### src/rtl/bcd_pkg.sv
// Shared definitions for the serial BCD adder: digit width, largest legal
// digit, controller state encoding and the digit-validity helper.
// Pure declarations, no latency or flow control of its own.
package bcd_pkg;

    localparam int BCD_W   = 4;
    localparam int BCD_MAX = 9;

    typedef enum logic [1:0] {
        IDLE = 2'd0,
        RUN  = 2'd1,
        DONE = 2'd2
    } state_e;

    // A nibble is a legal BCD digit when it lies in 0..9.
    function automatic logic is_bcd_digit(input logic [BCD_W-1:0] value);
        return value <= BCD_W'(BCD_MAX);
    endfunction

endpackage

### src/rtl/bcd_adder.sv
// One-digit BCD adder: sum = (a + b + cin) mod 10, cout = decimal carry.
// Purely combinational, zero latency.
// No flow control; output follows inputs.
// Ports: a, b  - BCD digits in; cin - carry in;
//        sum   - BCD digit out; cout - decimal carry out.
module bcd_adder (
    input  logic [3:0] a,
    input  logic [3:0] b,
    input  logic       cin,
    output logic [3:0] sum,
    output logic       cout
);

    logic [4:0] raw;

    assign raw = {1'b0, a} + {1'b0, b} + {4'b0000, cin};

    // Binary sums above 9 are brought back into the decimal range by adding
    // 6, which skips the six unused nibble codes A..F.
    always_comb begin
        sum  = raw[3:0];
        cout = 1'b0;
        if (raw > 5'd9) begin
            sum  = raw[3:0] + 4'd6;
            cout = 1'b1;
        end
    end

endmodule

### src/rtl/bcd_serial_adder_ctrl.sv
// Adds two N_DIGITS packed-BCD operands LSD first through one shared digit adder.
// Latency: done pulses N_DIGITS+1 cycles after the accepting start edge.
// No backpressure: start is accepted only in IDLE and dropped (not queued) otherwise.
// Ports: clk, rst (async, active-high); start request; a, b packed-BCD operands
//        (digit 0 in bits [3:0]); cin carry into digit 0; busy while digits run;
//        done one-cycle result strobe; sum, cout result; err invalid-digit flag.
module bcd_serial_adder_ctrl
    import bcd_pkg::*;
#(
    parameter int N_DIGITS = 4
) (
    input  logic                      clk,
    input  logic                      rst,
    input  logic                      start,
    input  logic [4*N_DIGITS-1:0]     a,
    input  logic [4*N_DIGITS-1:0]     b,
    input  logic                      cin,
    output logic                      busy,
    output logic                      done,
    output logic [4*N_DIGITS-1:0]     sum,
    output logic                      cout,
    output logic                      err
);

    localparam int W     = BCD_W * N_DIGITS;
    localparam int IDX_W = (N_DIGITS > 1) ? $clog2(N_DIGITS) : 1;
    localparam logic [IDX_W-1:0] LAST_IDX = IDX_W'(N_DIGITS - 1);

    state_e             state_q;
    logic [W-1:0]       a_q;
    logic [W-1:0]       b_q;
    logic [W-1:0]       sum_q;
    logic               carry_q;
    logic               cout_q;
    logic               err_q;
    logic [IDX_W-1:0]   idx_q;

    logic [BCD_W-1:0]   dig_a;
    logic [BCD_W-1:0]   dig_b;
    logic [BCD_W-1:0]   dig_sum;
    logic               dig_cout;
    logic               err_d;

    // Select the operand digits at the current index.
    always_comb begin
        dig_a = '0;
        dig_b = '0;
        for (int i = 0; i < N_DIGITS; i++) begin
            if (idx_q == IDX_W'(i)) begin
                dig_a = a_q[i*BCD_W +: BCD_W];
                dig_b = b_q[i*BCD_W +: BCD_W];
            end
        end
    end

    // Invalid-digit check on the live inputs, captured on the accepting edge.
    always_comb begin
        err_d = 1'b0;
        for (int i = 0; i < N_DIGITS; i++) begin
            if (!is_bcd_digit(a[i*BCD_W +: BCD_W]) || !is_bcd_digit(b[i*BCD_W +: BCD_W])) begin
                err_d = 1'b1;
            end
        end
    end

    bcd_adder u_bcd_adder (
        .a    (dig_a),
        .b    (dig_b),
        .cin  (carry_q),
        .sum  (dig_sum),
        .cout (dig_cout)
    );

    always_ff @(posedge clk or posedge rst) begin
        if (rst) begin
            state_q <= IDLE;
            a_q     <= '0;
            b_q     <= '0;
            sum_q   <= '0;
            carry_q <= 1'b0;
            cout_q  <= 1'b0;
            err_q   <= 1'b0;
            idx_q   <= '0;
        end else begin
            case (state_q)
                IDLE: begin
                    if (start) begin
                        a_q     <= a;
                        b_q     <= b;
                        carry_q <= cin;
                        idx_q   <= '0;
                        err_q   <= err_d;
                        state_q <= RUN;
                    end
                end
                RUN: begin
                    for (int i = 0; i < N_DIGITS; i++) begin
                        if (idx_q == IDX_W'(i)) begin
                            sum_q[i*BCD_W +: BCD_W] <= dig_sum;
                        end
                    end
                    carry_q <= dig_cout;
                    if (idx_q == LAST_IDX) begin
                        // Index is left at the last digit; it is reloaded on the next start.
                        cout_q  <= dig_cout;
                        state_q <= DONE;
                    end else begin
                        idx_q <= idx_q + 1'b1;
                    end
                end
                DONE: begin
                    state_q <= IDLE;
                end
                default: begin
                    state_q <= IDLE;
                end
            endcase
        end
    end

    assign busy = (state_q == RUN);
    assign done = (state_q == DONE);
    assign sum  = sum_q;
    assign cout = cout_q;
    assign err  = err_q;

endmodule

### config.mk
export PLATFORM = sky130hd
export DESIGN_NAME = bcd_serial_adder_ctrl
export DESIGN_NICKNAME = d
export VERILOG_FILES = /design/src/rtl/bcd_pkg.sv /design/src/rtl/bcd_adder.sv /design/src/rtl/bcd_serial_adder_ctrl.sv
export SDC_FILE = /design/constraint.sdc
export NUM_CORES = 1
export LEC_CHECK = 0
export CAP_MARGIN = 15
export CORE_AREA = 2 2 80 82
export DETAILED_ROUTE_END_ITERATION = 12
export DIE_AREA = 0 0 82 84
export PLACE_DENSITY = 0.73
export SYNTH_ARGS = -nofsm -noshare
export SYNTH_HDL_FRONTEND = slang
export SYNTH_SLANG_ARGS = --single-unit
### constraint.sdc
create_clock -name clk -period 3.4 [get_ports clk]
set_clock_uncertainty 0.05 [all_clocks]
set_input_delay 0.34 -clock clk [delete_from_list [all_inputs] [get_ports clk]]
set_output_delay 0.34 -clock clk [all_outputs]
set_load 0.05 [all_outputs]
* Yosys cells after proc, flatten, opt, wreduce, memory -nomap -nowiden
Cells that the tools add are included.
Storage, ports and cells: word-level logic and storage cells 77, register bits 55, input port bits 36, output and inout bits 20
Operators by class: reduce and logical (&&, ||, !) cells 23, magnitude comparators 9, add/subtract/negate cells 4, equality and inequality tests 8, mux-type cells 22
Operators by type and width (number):
- $mux W4 | 9
- $le A4 B4 Y1 const B | 8
- $reduce_and A2 Y1 | 7
- $logic_not A1 Y1 | 8
- $mux W2 | 4
- $pmux W2 S2 | 2
- $eq A2 B2 Y1 const B | 3
- $mux W1 | 6
- $add A4 B4 Y5 | 1
- $add A5 B1 Y5 | 1
- $gt A5 B4 Y1 const B | 1
- $add A4 B3 Y4 const B | 1
- $eq A2 B1 Y1 const B | 2
- $logic_not A2 Y1 | 2
- $logic_or A1 B1 Y1 | 4
- $ne A2 B2 Y1 const B | 2
- $reduce_and A3 Y1 | 1
- $add A2 B1 Y2 const B | 1
- $ne A2 B1 Y1 const B | 1
- $pmux W1 S2 | 1
- $reduce_bool A2 Y1 | 1

* Logic depth before layout (Yosys ltp)
depth in word-level cells 10, gate-level depth with buffers 16, gate-level depth less buffers 15

* By module
Synthesis repeated with hierarchy kept, for this count alone.
Second synthesis, totals: cell total of the unflattened synthesis 212, area, all modules 2792.7 sq um
Modules (own cells, without submodules):
- bcd_serial_adder_ctrl | cells an instance 190, area each 2581.2 sq um, instances 1, sequential area each 1376.3 sq um
- bcd_adder | cells an instance 22, area each 211.5 sq um, instances 1, sequential area each 0.0 sq um

* Least setup slack after synthesis
No wires, ideal clock.
path kind register to register, from register idx_q[0], to register sum_q[10], in the netlist sum[10], clock period less this slack 3743 ps, stages on the path, launching flop included 16, library setup time 76 ps, path buffers 2, path slack -343 ps, arrival 3617 ps, data required time 3274 ps, cell sequence dfrtp_1 inv_1 ha_1 clkbuf_1 clkbuf_1 a21oi_1 nor2_1 a21oi_1 fa_1 fa_1 xor2_1 ha_1 a31o_1 or3_1 a311o_1 o21ai_2
On the way: word-level cells in the longest chain between the ends 9, elaborated cells on any way between the ends 18
Ends and longest elaborated chain:
- start: declaration | RTL line bcd_serial_adder_ctrl.sv:36 | logic [IDX_W-1:0] idx_q;
- start signal: assignment | RTL line bcd_serial_adder_ctrl.sv:108 | idx_q <= idx_q + 1'b1;
- $logic_not A2 Y1 | RTL line bcd_serial_adder_ctrl.sv:49 | if (idx_q == IDX_W'(i)) begin
- $mux W4 (4 in a row) | RTL line bcd_serial_adder_ctrl.sv:49
- $add A4 B4 Y5 | RTL line bcd_adder.sv:16 | assign raw = {1'b0, a} + {1'b0, b} + {4'b0000, cin};
- $add A5 B1 Y5 | RTL line bcd_adder.sv:16
- $add A4 B3 Y4 or $gt A5 B4 Y1 (tied branches) | RTL line bcd_adder.sv:24, bcd_adder.sv:23
- $mux W4 | RTL line bcd_adder.sv:23 | if (raw > 5'd9) begin
- end signal: indexed assignment | RTL line bcd_serial_adder_ctrl.sv:99 | sum_q[i*BCD_W +: BCD_W] <= dig_sum;
- end: declaration | RTL line bcd_serial_adder_ctrl.sv:32 | logic [W-1:0] sum_q;
Parallel ways exist; a longest one is shown, timed or not. A chain may end at the register's enable or synchronous reset.

* Final worst setup path
from register idx_q[1], to register sum_q[2], in the netlist sum[2]
On the way: word-level cells in the longest chain between the ends 9, elaborated cells on any way between the ends 18
Ends and longest elaborated chain (RTL line):
- $logic_not A2 Y1 | bcd_serial_adder_ctrl.sv:49, bcd_serial_adder_ctrl.sv:98
- $mux W4 (4 in a row) | bcd_serial_adder_ctrl.sv:49
- $add A4 B4 Y5 | bcd_adder.sv:16
- $add A5 B1 Y5 | bcd_adder.sv:16
- $add A4 B3 Y4 or $gt A5 B4 Y1 (tied branches) | bcd_adder.sv:24, bcd_adder.sv:23
- $mux W4 | bcd_adder.sv:23
Parallel ways exist; a longest one is shown, timed or not.

==> results.py <==
metrics = {
    "synth": {
        "yosys.area.top_type_share_pct": 51.6,
        "async_flop_share_pct": 100,
        "yosys_warnings": 0,
        "synthCells": 249,
        "yosysMostFrequentCell": "dfrtp_1",
        "synth_top_area_cell": "dfrtp_1",
        "synth_ff_type": "dfrtp_1",
        "ys_seq_elements": 55,
        "post_synth.cell_area_avg_um2": 10.7,
        "syn_nets": 295,
        "synth-edff-count": 0,
        "yosysUniqueCellTypes": 31,
        "ys_seq_area_share_pct": 51.6,
        "yosys-top-cells-count": "55 x dfrtp_1, 34 x nand2_1, 33 x mux2_2",
        "synth.top_cells.by_area": "dfrtp_1 52%, mux2_2 14%, o21ai_0 5.1%, nand2_1 4.8%, a21oi_1 4.3%",
        "syn_area_um2": 2670,
    },
    "grt": {
        "grt_overflow_total": 0,
        "grt_max_degree": 38,
        "grt_use_total_pct": 18.2,
        "grt_pass1_vias": 2002,
        "antenna_found_initial": 0,
        "grt_pass1_wl_um": 9630,
    },
    "place": {
        "globalplace.congestion": 0.776,
        "dpl.hpwl_um": 4400,
        "place.port_buffers": 55,
        "pre_cts_ws_ns": -0.0769,
    },
    "timing": {
        "max_slew_margin_pct": 64.3,
        "rsz0062_at_grt": "true",
        "fin_crit_sh_pct": 102,
        "fin_ws_ns": -0.0738,
        "timing.hold.ws_ns": 0.295,
        "worst_slew_pin_slew_ns": 0.531,
        "final.setup.tns_ns": -0.245,
        "final_hold_viol_count": 0,
        "maxSlewViolCount": 0,
        "max_clock_freq_mhz": 288,
        "setup_viol": 4,
        "period_minus_slack_ns": 3.47,
    },
    "drt": {
        "dr.pass1.iters": 4,
        "detail-route-antenna-nets": 0,
        "drc_errors": 0,
        "wl_um": 5800,
        "via_per_inst": 5.25,
        "vias": 2030,
        "routedWlPerCell_um": 15.0,
        "first_iter_violations": 118,
    },
    "clock_network": {
        "cts_tree": "yes",
        "clk-insertion-delay-late_ns": 0.31,
        "ctsRootBufferMaster": "clkbuf_8",
        "clkTransAtPathRegs_ns": 0.09,
        "clkSinkCount": 55,
        "htreeDepth": 2,
        "cts_buffers": 5,
        "clock_path_buffers": 2,
    },
    "critical_path": {
        "critPathCaptureType": "flip-flop",
        "required_ns": 3.59,
        "cp.arrival_ns": 3.66,
        "worstSetupPathType": "flip-flop to flip-flop",
        "cp-start-kind": "flip-flop",
        "crit_fanout": 6,
    },
    "layout": {
        "syn_to_final_growth_pct": 30.5,
        "drive_gt1_share_pct": 21.6,
        "antenna_cells": 0,
        "layout.nets": 356,
    },
    "run_status": {
        "violations": "negative setup slack",
        "status": "finished, violations left",
    },
    "die": {
        "rows": 29,
        "core_area_um2": 6100,
        "io_pins": 56,
        "start_util_pct": 43.8,
        "die_w_um": 82,
        "die_height_um": 84,
        "die_area_um2": 6890,
    },
    "job": {
        "drv_cap": 0,
    },
    "min_path": {
        "hold_class": "input port to async pin",
    },
}
layout by cell type (no fill, tap or decap), drive strengths merged:
cell / n
a211oi: 1
a21boi: 2
a21o: 2
a21oi: 23
a311o: 1
a31o: 1
a31oi: 1
and3b: 1
buf: 11
clkbuf: 6
clkdlybuf4s50: 55
clkinv: 1
dfrtp: 55
fa: 2
ha: 8
inv: 9
mux2: 33
nand2: 34
nand3b: 9
nand4: 2
nor2: 9
nor2b: 4
nor3b: 1
nor4b: 1
o21a: 1
o21ai: 31
o221ai: 1
o311a: 1
o31a: 1
or3: 1
xnor2: 1
xor2: 1
area by class of cell:
| class | count | area, µm² |
|---|---|---|
| multi-input cells | 173 | 1250 |
| clock inverters | 1 | 5.00 |
| fillers | 553 | 2610 |
| repair buffers | 66 | 633 |
| flip-flops and latches | 55 | 1380 |
| inverters | 9 | 33.8 |
| clock buffers | 6 | 82.6 |
| well taps | 77 | 96.3 |
path summary, 6_finish.rpt:
check,from,to,slack (ns),cells past startpoint
max,idx_q[1],sum[2],-0.07,15
min,rst,sum[12],0.30,2
max reg2reg,idx_q[1],sum[2],-0.07,15
min reg2reg,sum[7],sum[7],0.44,2
max in group asynchronous,rst,b_q[15],2.21,3
min in group clk,sum[7],sum[7],0.44,2
state kept, by name (all words and copies together), names as in the netlist:
name / count
a_q: 16
b_q: 16
carry_q: 1
cout: 1
err: 1
idx_q: 2
state_q: 2
sum: 16
cells by family (layout without fill, tap and decap cells):
group                    Yosys count  count (layout)  synth area share, %
AO/OA/AOI/OAI                     66              66                 14.3
AND/OR/NAND/NOR                   62              62                 11.2
flip-flops                        55              55                 51.6
multiplexers                      33              33                 13.9
buffers and inverters             21              82                 3.09
adder cells (fa/ha/maj)           10              10                 5.25
XOR/XNOR                           2               2                0.656
routing by layer:
| layer | track usage [%] | part of all wire, % | up-vias |
|---|---|---|---|
| met2 | 29.9 | 49 | 71 |
| met3 | 3.90 | 5.2 | 7 |
| met4 | 5.15 | 1.2 | 0 |
| li1 | - | - | 992 |
| met1 | 24.0 | 45 | 960 |
| met5 | 0 | 0 | - |
worst max-delay path: stages, from the launching register on:
cell and delay [ns]:
dfrtp_1 0.38, inv_2 0.08, ha_4 0.18, nand3b_1 0.17
a21oi_2 0.13, a21oi_1 0.05, nor2_1 0.08, a21oi_1 0.07
fa_2 0.41, fa_2 0.36, xor2_1 0.17, ha_2 0.19
a31o_1 0.22, or3_1 0.31, a311o_2 0.43, o21ai_2 0.14
through the flow:
stage                     std cells  util, %  cell area (µm²)
final                           387     57.1             3480
after CTS                       387     57.0             3480
after floorplan                 249        -             2710
after global placement          379     55.2             3360
after detailed placement        379     55.2             3360
after global routing            387     57.1             3480
repair_timing:
| action | 4_1_cts | 5_1_grt |
|---|---|---|
| hold buffers | 0 | 0 |
| buffers inserted | 1 | 0 |
| pin swaps | 2 | 5 |
| setup endpoints to repair | 8 | 12 |
| gates resized for setup | 6 | 2 |
Power is left out: the tool's default activity adds up to more than one toggle a clock period on the data nets, which glitch-free logic cannot reach.
